`src/rtl/tick_sched_pkg.sv`:
```
// Shared constants for the tick scheduler: state encoding, speed range and counter width helper.
package tick_sched_pkg;

   localparam logic [1:0] ST_IDLE  = 2'd0;
   localparam logic [1:0] ST_RUN   = 2'd1;
   localparam logic [1:0] ST_PAUSE = 2'd2;

   localparam int unsigned SPEED_W  = 4;
   localparam int unsigned STEP_MAX = 16;

   // Counter width able to hold 0..div-1, never less than one bit.
   function automatic int unsigned cnt_w(input int unsigned div);
      return (div > 1) ? $clog2(div) : 1;
   endfunction

endpackage

```
`src/rtl/tick_counter.sv`:
```
// Modulo counter 0..term with clear, hold-when-disabled and a registered terminal pulse.
module tick_counter #(
   parameter int unsigned W = 4
) (
   input  logic         clk,
   input  logic         rst_n,
   input  logic         en,
   input  logic         clr,
   input  logic [W-1:0] term,
   output logic         tick,
   output logic         hit_c
);

   logic [W-1:0] r_cnt;

   assign hit_c = en && !clr && (r_cnt == term);

   always_ff @(posedge clk or negedge rst_n) begin
      if (!rst_n) begin
         r_cnt <= '0;
         tick  <= 1'b0;
      end else begin
         tick <= hit_c;
         if (clr) begin
            r_cnt <= '0;
         end else if (en) begin
            r_cnt <= hit_c ? '0 : r_cnt + W'(1);
         end
      end
   end

endmodule

```
`src/rtl/tick_scheduler.sv`:
```
// Game timebase: clock-enable pulses for scan, frame, speed-scaled step and seconds under a RUN/PAUSE/IDLE FSM.
// Define TICK_SCHED_SEC_EN to build the second counter, sec_tick and seconds.
module tick_scheduler
   import tick_sched_pkg::*;
#(
   parameter int unsigned SCAN_DIV  = 204000,
   parameter int unsigned FRAME_DIV = 1000000,
   parameter int unsigned SEC_DIV   = 100000000
) (
   input  logic               clk_in,
   input  logic               rst_n,
   input  logic               start,
   input  logic               pause,
   input  logic               resume,
   input  logic               stop,
   input  logic [SPEED_W-1:0] speed,
   output logic               scan_tick,
   output logic               frame_tick,
   output logic               step_tick,
   output logic               sec_tick,
   output logic [15:0]        seconds,
   output logic [1:0]         state
);

   localparam int unsigned SCAN_W  = cnt_w(SCAN_DIV);
   localparam int unsigned FRAME_W = cnt_w(FRAME_DIV);
   localparam int unsigned STEP_W  = cnt_w(STEP_MAX);

   logic [1:0]         r_state;
   logic [1:0]         w_state_nxt;
   logic               w_adv;
   logic               w_new_game;
   logic [SPEED_W-1:0] r_speed_q;
   logic [STEP_W-1:0]  w_step_term;
   logic               w_frame_hit;
   logic               w_step_hit;
   logic               w_scan_hit_unused;

   always_ff @(posedge clk_in or negedge rst_n) begin
      if (!rst_n) r_state <= ST_IDLE;
      else        r_state <= w_state_nxt;
   end

   // Command priority: stop > start > pause > resume.
   always_comb begin
      w_state_nxt = r_state;
      w_adv       = 1'b0;
      w_new_game  = 1'b0;
      case (r_state)
         ST_IDLE: begin
            if (stop)       w_state_nxt = ST_IDLE;
            else if (start) begin
               w_state_nxt = ST_RUN;
               w_new_game  = 1'b1;
            end
         end
         ST_RUN: begin
            if (stop)       w_state_nxt = ST_IDLE;
            else if (pause) w_state_nxt = ST_PAUSE;
            else            w_adv       = 1'b1;
         end
         ST_PAUSE: begin
            if (stop)        w_state_nxt = ST_IDLE;
            else if (resume) w_state_nxt = ST_RUN;
         end
         default: w_state_nxt = ST_IDLE;
      endcase
   end

   assign state = r_state;

   // Speed is only re-sampled at step boundaries so a step in progress keeps its length.
   always_ff @(posedge clk_in or negedge rst_n) begin
      if (!rst_n)                       r_speed_q <= '0;
      else if (w_new_game || w_step_hit) r_speed_q <= speed;
   end

   assign w_step_term = STEP_W'(STEP_MAX - 1) - r_speed_q;

   tick_counter #(.W(SCAN_W)) u_scan (
      .clk   (clk_in),
      .rst_n (rst_n),
      .en    (1'b1),
      .clr   (1'b0),
      .term  (SCAN_W'(SCAN_DIV - 1)),
      .tick  (scan_tick),
      .hit_c (w_scan_hit_unused)
   );

   tick_counter #(.W(FRAME_W)) u_frame (
      .clk   (clk_in),
      .rst_n (rst_n),
      .en    (w_adv),
      .clr   (w_new_game),
      .term  (FRAME_W'(FRAME_DIV - 1)),
      .tick  (frame_tick),
      .hit_c (w_frame_hit)
   );

   tick_counter #(.W(STEP_W)) u_step (
      .clk   (clk_in),
      .rst_n (rst_n),
      .en    (w_frame_hit),
      .clr   (w_new_game),
      .term  (w_step_term),
      .tick  (step_tick),
      .hit_c (w_step_hit)
   );

`ifdef TICK_SCHED_SEC_EN
   localparam int unsigned SEC_W = cnt_w(SEC_DIV);

   logic        w_sec_hit;
   logic [15:0] r_seconds;

   tick_counter #(.W(SEC_W)) u_sec (
      .clk   (clk_in),
      .rst_n (rst_n),
      .en    (w_adv),
      .clr   (w_new_game),
      .term  (SEC_W'(SEC_DIV - 1)),
      .tick  (sec_tick),
      .hit_c (w_sec_hit)
   );

   // Seconds saturate at 0xFFFF and are cleared whenever the game returns to IDLE.
   always_ff @(posedge clk_in or negedge rst_n) begin
      if (!rst_n)                                      r_seconds <= '0;
      else if (w_state_nxt == ST_IDLE || w_new_game)   r_seconds <= '0;
      else if (w_sec_hit && (r_seconds != 16'hFFFF))   r_seconds <= r_seconds + 16'(1);
   end

   assign seconds = r_seconds;
`else
   localparam int unsigned sec_div_unused = SEC_DIV;

   assign sec_tick = 1'b0;
   assign seconds  = 16'h0000;
`endif

endmodule

```
`config.mk`:
```
export PLATFORM = sky130hd
export DESIGN_NAME = tick_scheduler
export DESIGN_NICKNAME = d
export VERILOG_FILES = /design/src/rtl/tick_sched_pkg.sv /design/src/rtl/tick_counter.sv /design/src/rtl/tick_scheduler.sv
export SDC_FILE = /design/constraint.sdc
export NUM_CORES = 1
export LEC_CHECK = 0
export ABC_AREA = 1
export CORE_UTILIZATION = 45
export DETAILED_ROUTE_END_ITERATION = 7
export PLACE_DENSITY = 0.65
export SKIP_CTS_REPAIR_TIMING = 1
export SLEW_MARGIN = 20
export SYNTH_ARGS = -nofsm -noshare
export SYNTH_HDL_FRONTEND = slang
export SYNTH_SLANG_ARGS = --single-unit
```
`constraint.sdc`:
```
create_clock -name clk_in -period 2.9 [get_ports clk_in]
set_clock_uncertainty 0.05 [all_clocks]
set_input_delay 0.87 -clock clk_in [delete_from_list [all_inputs] [get_ports clk_in]]
set_output_delay 0.87 -clock clk_in [all_outputs]
set_load 0.01 [all_outputs]
```
==> results.py <==
metrics = {
    "yosys": {
        "yosys.area.top_type": "dfrtp_1",
        "synthDistinctLibCells": 33,
        "synth_area_sq_um": 3170,
        "ys_seq_elements": 51,
        "yosysMostFrequentCell": "nand2_1",
        "netlist_top_cells_area": "dfrtp_1 40%, nand2_1 12%, nor2_1 8.5%",
        "netlist_instances": 433,
        "synth-edff-count": 0,
        "yosysSeqAreaShare_pct": 40.3,
        "syn_area_per_cell_sq_um": 7.32,
        "ys.flop_type": "dfrtp_1",
        "ys.warnings.count": 0,
        "async_reset_ff_share_pct": 100,
        "synthTopCellsByCount": "101 x nand2_1, 72 x nor2_1, 53 x inv_1, 51 x dfrtp_1, 29 x nand3_1",
        "synth_top_area_share_pct": 40.3,
    },
    "clock_network": {
        "cts_tree": "done",
        "clockBufferDepth": 2,
        "clock-root-buffer": "clkbuf_8",
        "cts_buffers": 5,
        "cts.sinks": 51,
        "clock_latency_ns": 0.31,
        "htreeDepth": 2,
        "clk_pin_slew_ns": 0.10,
    },
    "worst_setup_path": {
        "worst_ep_arrival_time_ns": 2.38,
        "crit_path_end_kind": "flip-flop",
        "crit_type": "in2reg",
        "crit_required_ns": 3.05,
        "worstPathMaxFanout": 14,
        "critPathLaunchType": "primary input",
    },
    "timing": {
        "finalMaxSlewViolations": 0,
        "tightest_slew_ns": 0.557,
        "rsz0062_at_grt": "false",
        "fin_crit_ns": 2.23,
        "tns_ns": 0,
        "fmax_mhz": 448,
        "period_share_pct": 77.1,
        "slew_headroom_pct": 62.9,
        "finalHoldViolCount": 0,
        "fin_ws_ns": 0.666,
        "setup_viol": 0,
    },
    "routing": {
        "drtPass1Iterations": 4,
        "via_count": 2619,
        "wl_per_cell_um": 11.5,
        "drc_errors": 0,
        "avgViaCountPerCell": 4.78,
        "antenna_left": 0,
        "wl_um": 6310,
        "drt_iter0_drc": 123,
    },
    "pwr": {
        "leakage_nw": 1.65,
        "p_per_area_nw_per_um2": 431,
        "irDropWorstVdd_uv": 216,
    },
    "floorplanning": {
        "core_sq_um": 6790,
        "initial_core_util_pct": 46.6,
        "dieArea_sq_um": 7380,
        "die-height_um": 85.9,
        "pin_count": 32,
        "placementRows": 30,
        "die_w_um": 85.9,
    },
    "global_routing": {
        "antenna_found_initial": 0,
        "grt_pass1_wl_um": 11100,
        "grt_pass1_vias": 2474,
        "grt_use_total_pct": 18.9,
        "gr-total-overflow": 0,
        "grt_max_degree": 30,
    },
    "cells_and_area": {
        "diodes": 0,
        "fillers": 705,
        "fin_nets": 464,
        "layout-drive-gt1-share_pct": 7.74,
        "area_growth_pct": 8.92,
    },
    "job": {
        "drv_cap": 0,
    },
    "run_status": {
        "status": "finished, final reports clean",
    },
    "placement": {
        "dp_hpwl_um": 4830,
        "portBuffers": 14,
        "place.gp.congestion": 0.886,
        "place_ws_ns": 0.328,
    },
    "worst_hold_path": {
        "min_path_type": "reg2reg",
    },
}
-- flip-flops by register name (all words and copies together), names as in the netlist --
register / count
u_frame.tick: 1
u_frame.r_cnt: 20
u_scan.tick: 1
r_speed_q: 4
state: 2
u_step.tick: 1
u_scan.r_cnt: 18
u_step.r_cnt: 4
-- through the flow --
step	hold slack [ns]	utilization [%]	area, sq um	instances	power, mW
2_1_floorplan	0.383	-	3230	449	0.997
3_3_place_gp	0.400	49.4	3360	540	1.06
3_5_place_dp	0.405	49.4	3360	540	1.06
4_1_cts	0.420	50.8	3450	548	1.51
5_1_grt	0.464	50.8	3450	548	1.57
6_report	0.419	50.8	3450	548	1.49
-- layout make-up --
cell class / instances / area (sq um) / share of cell area, %
Multi-Input combinational cell: 321 / 1590 / 46.0
Sequential cell: 51 / 1280 / 37.0
Inverter: 56 / 210 / 6.09
Timing Repair Buffer: 16 / 163 / 4.71
Tap cell: 96 / 120 / 3.48
Clock buffer: 5 / 68.8 / 1.99
Clock inverter: 3 / 26.3 / 0.761
-- routing by layer --
metal,track usage [%],share of wire (%),up-vias,routed length [um]
met4,4.55,0.76,0,48
met5,0,0,-,0
met3,2.89,2.3,5,148
met2,32.4,47,34,2970
met1,25.1,50,1224,3140
li1,-,-,1356,-
-- path summary, 6_finish.rpt --
path	to	slack (ns)	depth (start not counted)	from
min in group asynchronous	u_scan.r_cnt[12]	0.49	1	rst_n
worst max-delay path	u_frame.r_cnt[9]	0.67	9	stop
worst min-delay path	u_scan.r_cnt[0]	0.42	1	u_scan.r_cnt[0]
max in group asynchronous	u_frame.r_cnt[8]	1.76	2	rst_n
worst max register to register	u_scan.r_cnt[12]	1.18	6	u_scan.r_cnt[0]
worst min register to register	u_scan.r_cnt[0]	0.42	1	u_scan.r_cnt[0]
-- logic make-up (layout without fill, tap and decap cells) --
group / after synthesis / after routing / share of synthesized area (%)
buffers and inverters: 77 / 80 / 11.5
adder cells (fa/ha/maj): 3 / 3 / 1.18
AND/OR/NAND/NOR: 256 / 256 / 36.4
other: 1 / 17 / 0.118
AO/OA/AOI/OAI: 20 / 20 / 3.59
flip-flops: 51 / 51 / 40.3
XOR/XNOR: 25 / 25 / 6.91
-- worst max-delay path, stage by stage --
cell and delay [ns]:
clkdlybuf4s50_1 0.44, nor2_1 0.20, nand2_2 0.24, nand2_4 0.25, nand2_1 0.12, nor2_1 0.10
nand2_1 0.05, nand2_1 0.07, nor2_1 0.04
-- power by group --
group	switching (mW)	total, mW	internal, mW
clock network	0.262	0.440	0.178
logic	0.147	0.235	0.0879
registers	0.0516	0.812	0.760
-- layout by cell type, fill, tap and decap left out, types with 4 or more instances in the layout --
master	instances
a21oi_1	4
clkbuf_8	5
clkdlybuf4s50_1	13
conb_1	17
dfrtp_1	51
inv_1	53
nand2_1	101
nand2_2	6
nand3_1	29
nand3b_1	4
nand4_1	17
nor2_1	72
nor2_2	7
nor3_1	9
o21ai_0	7
o21ai_1	4
xor2_1	24
No activity file was read; power rests on OpenSTA's default activity.
